--- config.mk ---
export PLATFORM = sky130hd
export DESIGN_NAME = imm_encoder
export DESIGN_NICKNAME = d
export VERILOG_FILES = /design/src/rtl/rv_imm_pkg.sv /design/src/rtl/imm_pack.sv /design/src/rtl/imm_encoder.sv
export SDC_FILE = /design/constraint.sdc
export NUM_CORES = 1
export LEC_CHECK = 0
export ABC_CLOCK_PERIOD_IN_PS = 4700
export BUFFER_PORTS_ARGS = -buffer_cell sky130_fd_sc_hd__buf_2
export CORE_ASPECT_RATIO = 0.6
export CORE_MARGIN = 1.5
export CORE_UTILIZATION = 25
export DETAILED_ROUTE_END_ITERATION = 10
export SLEW_MARGIN = 20
export SYNTH_ARGS = -nofsm -noshare
export SYNTH_HDL_FRONTEND = slang
export SYNTH_SLANG_ARGS = --single-unit
--- constraint.sdc ---
create_clock -name clk -period 4.7 [get_ports clk]
set_clock_uncertainty 0.05 [all_clocks]
set_input_delay 0.705 -clock clk [delete_from_list [all_inputs] [get_ports clk]]
set_output_delay 0.705 -clock clk [all_outputs]
set_load 0.02 [all_outputs]
--- src/rtl/rv_imm_pkg.sv ---
// Shared RV32I immediate-format definitions used by the encode and decode sides.
package rv_imm_pkg;

    // Immediate format select, same encoding as the decode-side ImmSrc.
    typedef enum logic [1:0] {
        IMM_I = 2'b00,
        IMM_S = 2'b01,
        IMM_B = 2'b10,
        IMM_J = 2'b11
    } imm_fmt_e;

    // Representable immediate ranges per format (B and J must also be even).
    localparam int IMM_IS_MIN = -2048;
    localparam int IMM_IS_MAX = 2047;
    localparam int IMM_B_MIN  = -4096;
    localparam int IMM_B_MAX  = 4094;
    localparam int IMM_J_MIN  = -1048576;
    localparam int IMM_J_MAX  = 1048574;

endpackage

--- src/rtl/imm_pack.sv ---
// Combinational RV32I field packer with immediate legality check.
module imm_pack
    import rv_imm_pkg::*;
(
    input  imm_fmt_e    fmt,
    input  logic [6:0]  opcode,
    input  logic [2:0]  funct3,
    input  logic [4:0]  rd,
    input  logic [4:0]  rs1,
    input  logic [4:0]  rs2,
    input  logic [31:0] imm,
    output logic [31:0] instr,
    output logic        illegal
);

    logic signed [31:0] simm;
    assign simm = imm;

    // Scatter immediate bits into the slots of the selected format and range-check.
    always_comb begin
        instr   = '0;
        illegal = 1'b0;
        unique case (fmt)
            IMM_I: begin
                instr   = {imm[11:0], rs1, funct3, rd, opcode};
                illegal = (simm < IMM_IS_MIN) || (simm > IMM_IS_MAX);
            end
            IMM_S: begin
                instr   = {imm[11:5], rs2, rs1, funct3, imm[4:0], opcode};
                illegal = (simm < IMM_IS_MIN) || (simm > IMM_IS_MAX);
            end
            IMM_B: begin
                instr   = {imm[12], imm[10:5], rs2, rs1, funct3, imm[4:1], imm[11], opcode};
                illegal = (simm < IMM_B_MIN) || (simm > IMM_B_MAX) || imm[0];
            end
            IMM_J: begin
                instr   = {imm[20], imm[10:1], imm[11], imm[19:12], rd, opcode};
                illegal = (simm < IMM_J_MIN) || (simm > IMM_J_MAX) || imm[0];
            end
            default: begin
                instr   = '0;
                illegal = 1'b1;
            end
        endcase
    end

endmodule

--- src/rtl/imm_encoder.sv ---
// Streaming instruction encoder: 2-entry output FIFO, byte-address counter, drop/error tracking.
module imm_encoder
    import rv_imm_pkg::*;
#(
    parameter int unsigned ADDR_W    = 10,
    parameter int unsigned BASE_ADDR = 0
) (
    input  logic              clk,
    input  logic              rst_n,
    input  logic              clear,
    input  logic              in_valid,
    output logic              in_ready,
    input  logic [1:0]        in_fmt,
    input  logic [6:0]        in_opcode,
    input  logic [2:0]        in_funct3,
    input  logic [4:0]        in_rd,
    input  logic [4:0]        in_rs1,
    input  logic [4:0]        in_rs2,
    input  logic [31:0]       in_imm,
    output logic              out_valid,
    input  logic              out_ready,
    output logic [31:0]       out_instr,
    output logic [ADDR_W-1:0] out_addr,
    output logic              err_sticky,
    output logic [7:0]        err_count
);

    localparam logic [ADDR_W-1:0] BASE = ADDR_W'(BASE_ADDR);

    logic [31:0]       pack_instr;
    logic              pack_illegal;
    logic [1:0]        cnt_q;
    logic [31:0]       skid_instr_q;
    logic [ADDR_W-1:0] skid_addr_q;
    logic [ADDR_W-1:0] addr_q;
    logic              accept;
    logic              push;
    logic              pop;

    imm_pack u_pack (
        .fmt     (imm_fmt_e'(in_fmt)),
        .opcode  (in_opcode),
        .funct3  (in_funct3),
        .rd      (in_rd),
        .rs1     (in_rs1),
        .rs2     (in_rs2),
        .imm     (in_imm),
        .instr   (pack_instr),
        .illegal (pack_illegal)
    );

    assign in_ready  = (cnt_q != 2'd2);
    assign out_valid = (cnt_q != 2'd0);
    assign accept    = in_valid && in_ready && !clear;
    assign push      = accept && !pack_illegal;
    assign pop       = out_valid && out_ready;

    // FIFO: out_instr/out_addr form the head entry, skid_* holds the second word.
    always_ff @(posedge clk or negedge rst_n) begin
        if (!rst_n) begin
            cnt_q        <= 2'd0;
            out_instr    <= '0;
            out_addr     <= BASE;
            skid_instr_q <= '0;
            skid_addr_q  <= BASE;
        end else if (clear) begin
            cnt_q     <= 2'd0;
            out_instr <= '0;
            out_addr  <= BASE;
        end else begin
            unique case (cnt_q)
                2'd0: begin
                    if (push) begin
                        out_instr <= pack_instr;
                        out_addr  <= addr_q;
                        cnt_q     <= 2'd1;
                    end
                end
                2'd1: begin
                    if (push && pop) begin
                        out_instr <= pack_instr;
                        out_addr  <= addr_q;
                    end else if (push) begin
                        skid_instr_q <= pack_instr;
                        skid_addr_q  <= addr_q;
                        cnt_q        <= 2'd2;
                    end else if (pop) begin
                        cnt_q <= 2'd0;
                    end
                end
                2'd2: begin
                    // in_ready is low when full, so only a pop can happen here.
                    if (pop) begin
                        out_instr <= skid_instr_q;
                        out_addr  <= skid_addr_q;
                        cnt_q     <= 2'd1;
                    end
                end
                default: cnt_q <= 2'd0;
            endcase
        end
    end

    // Address counter advances only for words actually enqueued; wraps silently.
    always_ff @(posedge clk or negedge rst_n) begin
        if (!rst_n) begin
            addr_q <= BASE;
        end else if (clear) begin
            addr_q <= BASE;
        end else if (push) begin
            addr_q <= addr_q + ADDR_W'(4);
        end
    end

    // Error tracking for accepted-but-illegal requests; count saturates at 255.
    always_ff @(posedge clk or negedge rst_n) begin
        if (!rst_n) begin
            err_sticky <= 1'b0;
            err_count  <= '0;
        end else if (clear) begin
            err_sticky <= 1'b0;
            err_count  <= '0;
        end else if (accept && pack_illegal) begin
            err_sticky <= 1'b1;
            if (err_count != '1) begin
                err_count <= err_count + 8'd1;
            end
        end
    end

endmodule

# After elaboration in Yosys (flattened, before gate mapping)
# Cells that the tools add are included.
# word_totals
regBits,105
input_bits,64
output_inout_bits,53
word_cells,81
# op_classes
add_sub_neg,2
n_lt_le_gt_ge,6
n_eq_ne,12
n_mux,26
bitwise_logic,2
n_reduce_logical,25
# op_table
cell,count
$mux W32,4
$pmux W32 S4,1
$pmux W32 S3,1
$mux W10,6
$gt A32 B12 Y1 const B,1
$gt A32 B13 Y1 const B,1
$gt A32 B21 Y1 const B,1
$lt A32 B12 Y1 const B,1
$lt A32 B13 Y1 const B,1
$lt A32 B21 Y1 const B,1
$pmux W10 S3,1
$mux W8,3
$mux W2,6
$ne A3 B3 Y1 const B,4
$reduce_and A4 Y1,3
$add A10 B3 Y10 const B,1
$add A8 B1 Y8 const B,1
$ne A8 B8 Y1 const B,1
$reduce_bool A2 Y1,4
$eq A2 B2 Y1 const B,3
$logic_and A1 B1 Y1,6
$pmux W2 S3,1
$logic_or A1 B1 Y1,5
$eq A2 B1 Y1 const B,2
other kinds (10),14

# Depth between registers and ports, before layout
# logic_depth
depth_word,10
mapped_depth,9
mapped_depth_nobuf,7

# By module
# From an unflattened synthesis, not the netlist that was laid out.
# hier_totals
cells_unflattened,488
hier_area_um2,5112.4
# by_module_without_submodules
module,n_inst,cells_per_inst,area_each_um2,seq_area_each_um2
imm_encoder,1,418,4564.4,2502.4
imm_pack,1,70,548.0,0.0

# Least setup slack after synthesis
# No wires, ideal clock.
# synth_timing
path_type,input -> register
start,in in_imm[17]
end,reg out_addr[2]
setup_ns,0.128
t_arrival_ns,2.616
t_required_ns,4.522
setup_slack_ns,1.906
cell_stages,7
path_buffers,1
cell_sequence,or4_1 nor2_1 a32oi_1 o22a_1 o31ai_4 buf_2 mux2_1
# synth_between
elab_chain_len,9
elab_cells_between_ends,18
classes_between,6 x order compare; 2 x eq/ne; 1 x mux; 9 x reduce/logical
# synth_rtl
item,line_no,rtl
from (decl),imm_encoder.sv:19,"input logic [31:0] in_imm,"
"$lt A32 B21 Y1, or another cell as far along",imm_pack.sv:38,illegal = (simm < IMM_J_MIN) || (simm > IMM_J_MAX) || imm[0];
$logic_or A1 B1 Y1 (on tied branches) (2 in a row),"imm_pack.sv:38, imm_pack.sv:34",
$pmux W1 S3 *,imm_pack.sv:23,unique case (fmt)
$logic_not A1 Y1 *,imm_encoder.sv:55,assign push = accept && !pack_illegal;
$logic_and A1 B1 Y1 *,imm_encoder.sv:55,
$logic_and A1 B1 Y1,imm_encoder.sv:80,if (push && pop) begin
$ne A3 B3 Y1 (no source line),n/a,
$reduce_and A4 Y1 (no source line) *,n/a,
to (signal assigned),imm_encoder.sv:75,out_addr <= addr_q;
to (signal assigned),imm_encoder.sv:82,out_addr <= addr_q;
to (signal assigned),imm_encoder.sv:95,out_addr <= skid_addr_q;
to (decl),imm_encoder.sv:23,"output logic [ADDR_W-1:0] out_addr,"
# Mark *: on every way between the ends. The rest lies on a longest branch, timed or not.
# A chain may end at the register's enable or synchronous reset.

# Worst setup path after layout
# layout_timing
start,in in_imm[17]
end,reg out_instr[5]
# layout_between
elab_chain_len,9
elab_cells_between_ends,18
classes_between,6 x order compare; 2 x eq/ne; 1 x mux; 9 x reduce/logical
# layout_rtl
item,line_no,rtl
"$lt A32 B21 Y1, or another cell as far along",imm_pack.sv:38,
$logic_or A1 B1 Y1 (on tied branches) (2 in a row),"imm_pack.sv:38, imm_pack.sv:34",
$pmux W1 S3 *,imm_pack.sv:23,
$logic_not A1 Y1 *,imm_encoder.sv:55,
$logic_and A1 B1 Y1 *,imm_encoder.sv:55,
$logic_and A1 B1 Y1,imm_encoder.sv:80,
$ne A3 B3 Y1 (no source line),n/a,
$reduce_and A4 Y1 (no source line) *,n/a,
to (signal assigned),imm_encoder.sv:74,out_instr <= pack_instr;
to (signal assigned),imm_encoder.sv:81,out_instr <= pack_instr;
to (signal assigned),imm_encoder.sv:94,out_instr <= skid_instr_q;
to (decl),imm_encoder.sv:22,"output logic [31:0] out_instr,"
# Marks and branches as above.

==> reports/qor.yml <==
status: "finished, final reports clean"
slew_headroom: 0.463
ys_warn_count: 0
drv_slew: 0
tightest_slew_ns: 0.803
layout_common_cells: "buf_2, dfrtp_1, nand2_1, mux2_1"
syn_area_sq_um: 5010
ant_nets: 0
multi_input_area_sq_um: 2340
rsz0062_at_grt: "false"
grt_pass1_vias: 3844
layout-drive-gt1-share: 0.324
met2_usage: 0.189
drtIter0Drc: 174
required_ns: 4.88
syn_inst: 478
root_buffer: "clkbuf_16"
crit_type: "in2reg"
yosysSeqAreaShare: 0.500
cts_buffers: 9
grt_max_degree: 69
final_common_cell: "buf_2"
drt-wirelength-per-cell_um: 15.9
io_buffers: 116
grt_use_total: 0.134
core_sq_um: 19300
final_net_count: 651
reg2reg_depth: 9
critical_path_depth: 8
synth.avg_cell_area_sq_um: 10.5
hold-worst-slack_ns: 0.185
grt_use_met1: 0.203
finalHoldViolCount: 0
placed_area_sq_um: 5890
cts_tree: "done"
via_per_inst: 4.55
hold_class: "in2async"
end_kind: "flip-flop"
finalCritPeriodShare: 0.626
fp.dieArea_sq_um: 20900
synth-async-reset-ratio: 1.00
start_kind: "primary input"
antenna_found_initial: 0
slowest_stage: "or4_1"
cts_htree_levels: 3
vias: 3893
ys.flop_type: "dfrtp_1"
seqCellArea_sq_um: 2500
power_leakage_nw: 3.11
hpwl_um: 9380
cp_cell_sequence: "buf_2 -> or4_1 -> nor2_1 -> a32oi_1 -> o22a_1 -> o31ai_4 -> buf_12 -> mux2_1"
ys_seq_elements: 100
irDropWorstVdd_uv: 166
synth_nets: 544
timing.final.ws_setup_ns: 1.76
clock_latency_ns: 0.35
gp_congestion: 0.736
numClockSinks: 100
initial_utilization: 0.259
cpPeakStageDelay_ns: 0.51
dieWidth_um: 186
top_usage_layer: "met1"
pre_cts_slack_ns: 1.39
die_y_um: 113
grt_pass1_wl_um: 21600
antennaDiodeCount: 0
wl_um: 13600
fin_area_sq_um: 6190
syn2layout_area_growth_pct: 23.6
p_per_area_nw_per_um2: 307
period_minus_slack_ns: 2.94
rows: 39
path_buf_inv: 2
post-cts-setup-buffers: 0
post-route-util: 0.320
first_pass_iters: 4
gr-total-overflow: 0
synth_enable_flop_cells: 0
ys_types: 46
cts.path.max_buffers: 2
drv_cap: 0
setup_violations: 0
arrival_ns: 3.12
post_cts_resized: 0
crit_family: "compound AO/OA/AOI/OAI gates"
clk_pin_slew_ns: 0.07
setup_tns_ns: 0
ctsHoldBuffers: 0
ios: 117
met3_usage: 0.0409
cp_max_fo: 38
drc: 0
clock.fmax_mhz: 340
fill_cells: 2061
-- worst reg2reg max path: cells and delay by family, from the launching register on --
family,cells,cell delay (ns)
AOI/OAI and AO/OA,1,0.12
buffers and inverters,3,0.54
DFF,1,0.45
muxes,1,0.35
and+or+nand+nor,4,0.77
-- where the power goes --
group	total, mW	switching, mW	internal [mW]
sequential	0.905	0.0162	0.889
combinational	0.237	0.148	0.0889
clock	0.759	0.379	0.380
total	1.90	0.544	1.36
-- layout make-up --
type | instances | area share
multi-input cells | 338 | 0.379
inverters | 10 | 0.00607
flip-flops and latches | 100 | 0.404
clock buffers | 9 | 0.0364
repair buffers | 126 | 0.108
well taps | 266 | 0.0538
clock inverters | 7 | 0.0119
-- layer usage --
metal	vias up	routed length [um]
li1	1894	-
met1	1904	7270
met2	88	5360
met3	7	959
met4	0	44
met5	-	0
-- registers in the layout (all words and copies together), names as in the netlist --
signal,cells
out_instr,32
skid_instr_q,32
out_addr,9
addr_q,8
err_count,8
skid_addr_q,8
cnt_q,2
err_sticky,1
-- cells in the mapped netlist, drive strengths merged, types with 2 or more instances --
master,count,area share
a211oi,5,0.0075
ha,2,0.0050
xnor2,2,0.0035
a31o,2,0.0035
a21oi,41,0.041
or4,7,0.010
nor2,35,0.026
nand3b,2,0.0030
mux2i,12,0.024
xor2,2,0.0035
dfrtp,100,0.50
buf,12,0.012
and3,2,0.0025
o31ai,7,0.013
nand2,78,0.058
o21ai,2,0.0020
nor2b,5,0.0062
nor3,8,0.0080
nand3,6,0.0060
clkbuf,18,0.013
o221ai,2,0.0035
or2,2,0.0025
inv,10,0.0075
nor4,4,0.0050
nand2b,4,0.0050
mux2,86,0.19
nand4,9,0.011
-- cell families after synthesis --
kind of cell,Yosys count,synth area share
and+or+nand+nor,166,0.150
adders and majority gates,2,0.00500
muxes,98,0.217
buffers and inverters,40,0.0332
xor gates and xnor gates,4,0.00700
DFF,100,0.500
AOI/OAI and AO/OA,68,0.0870
-- metrics by stage --
| step | power [mW] | cells |
|---|---|---|
| detailed placement | 1.16 | 840 |
| finish | 1.90 | 856 |
| floorplan | 1.05 | 478 |
| CTS | 1.93 | 856 |
| global route | 1.99 | 856 |
| global placement | 1.16 | 840 |
-- path summary, 6_finish.rpt --
check	end	slack, ns	from
setup reg to reg	skid_addr_q[2]	2.30	cnt_q[1]
setup / recovery	out_instr[5]	1.76	in_imm[17]
hold reg to reg	out_instr[12]	0.43	out_instr[12]
min in group clk	out_instr[12]	0.43	out_instr[12]
max in group asynchronous	skid_instr_q[2]	3.56	rst_n
hold / removal	err_count[5]	0.19	rst_n
(Power assumes the default switching activity.)
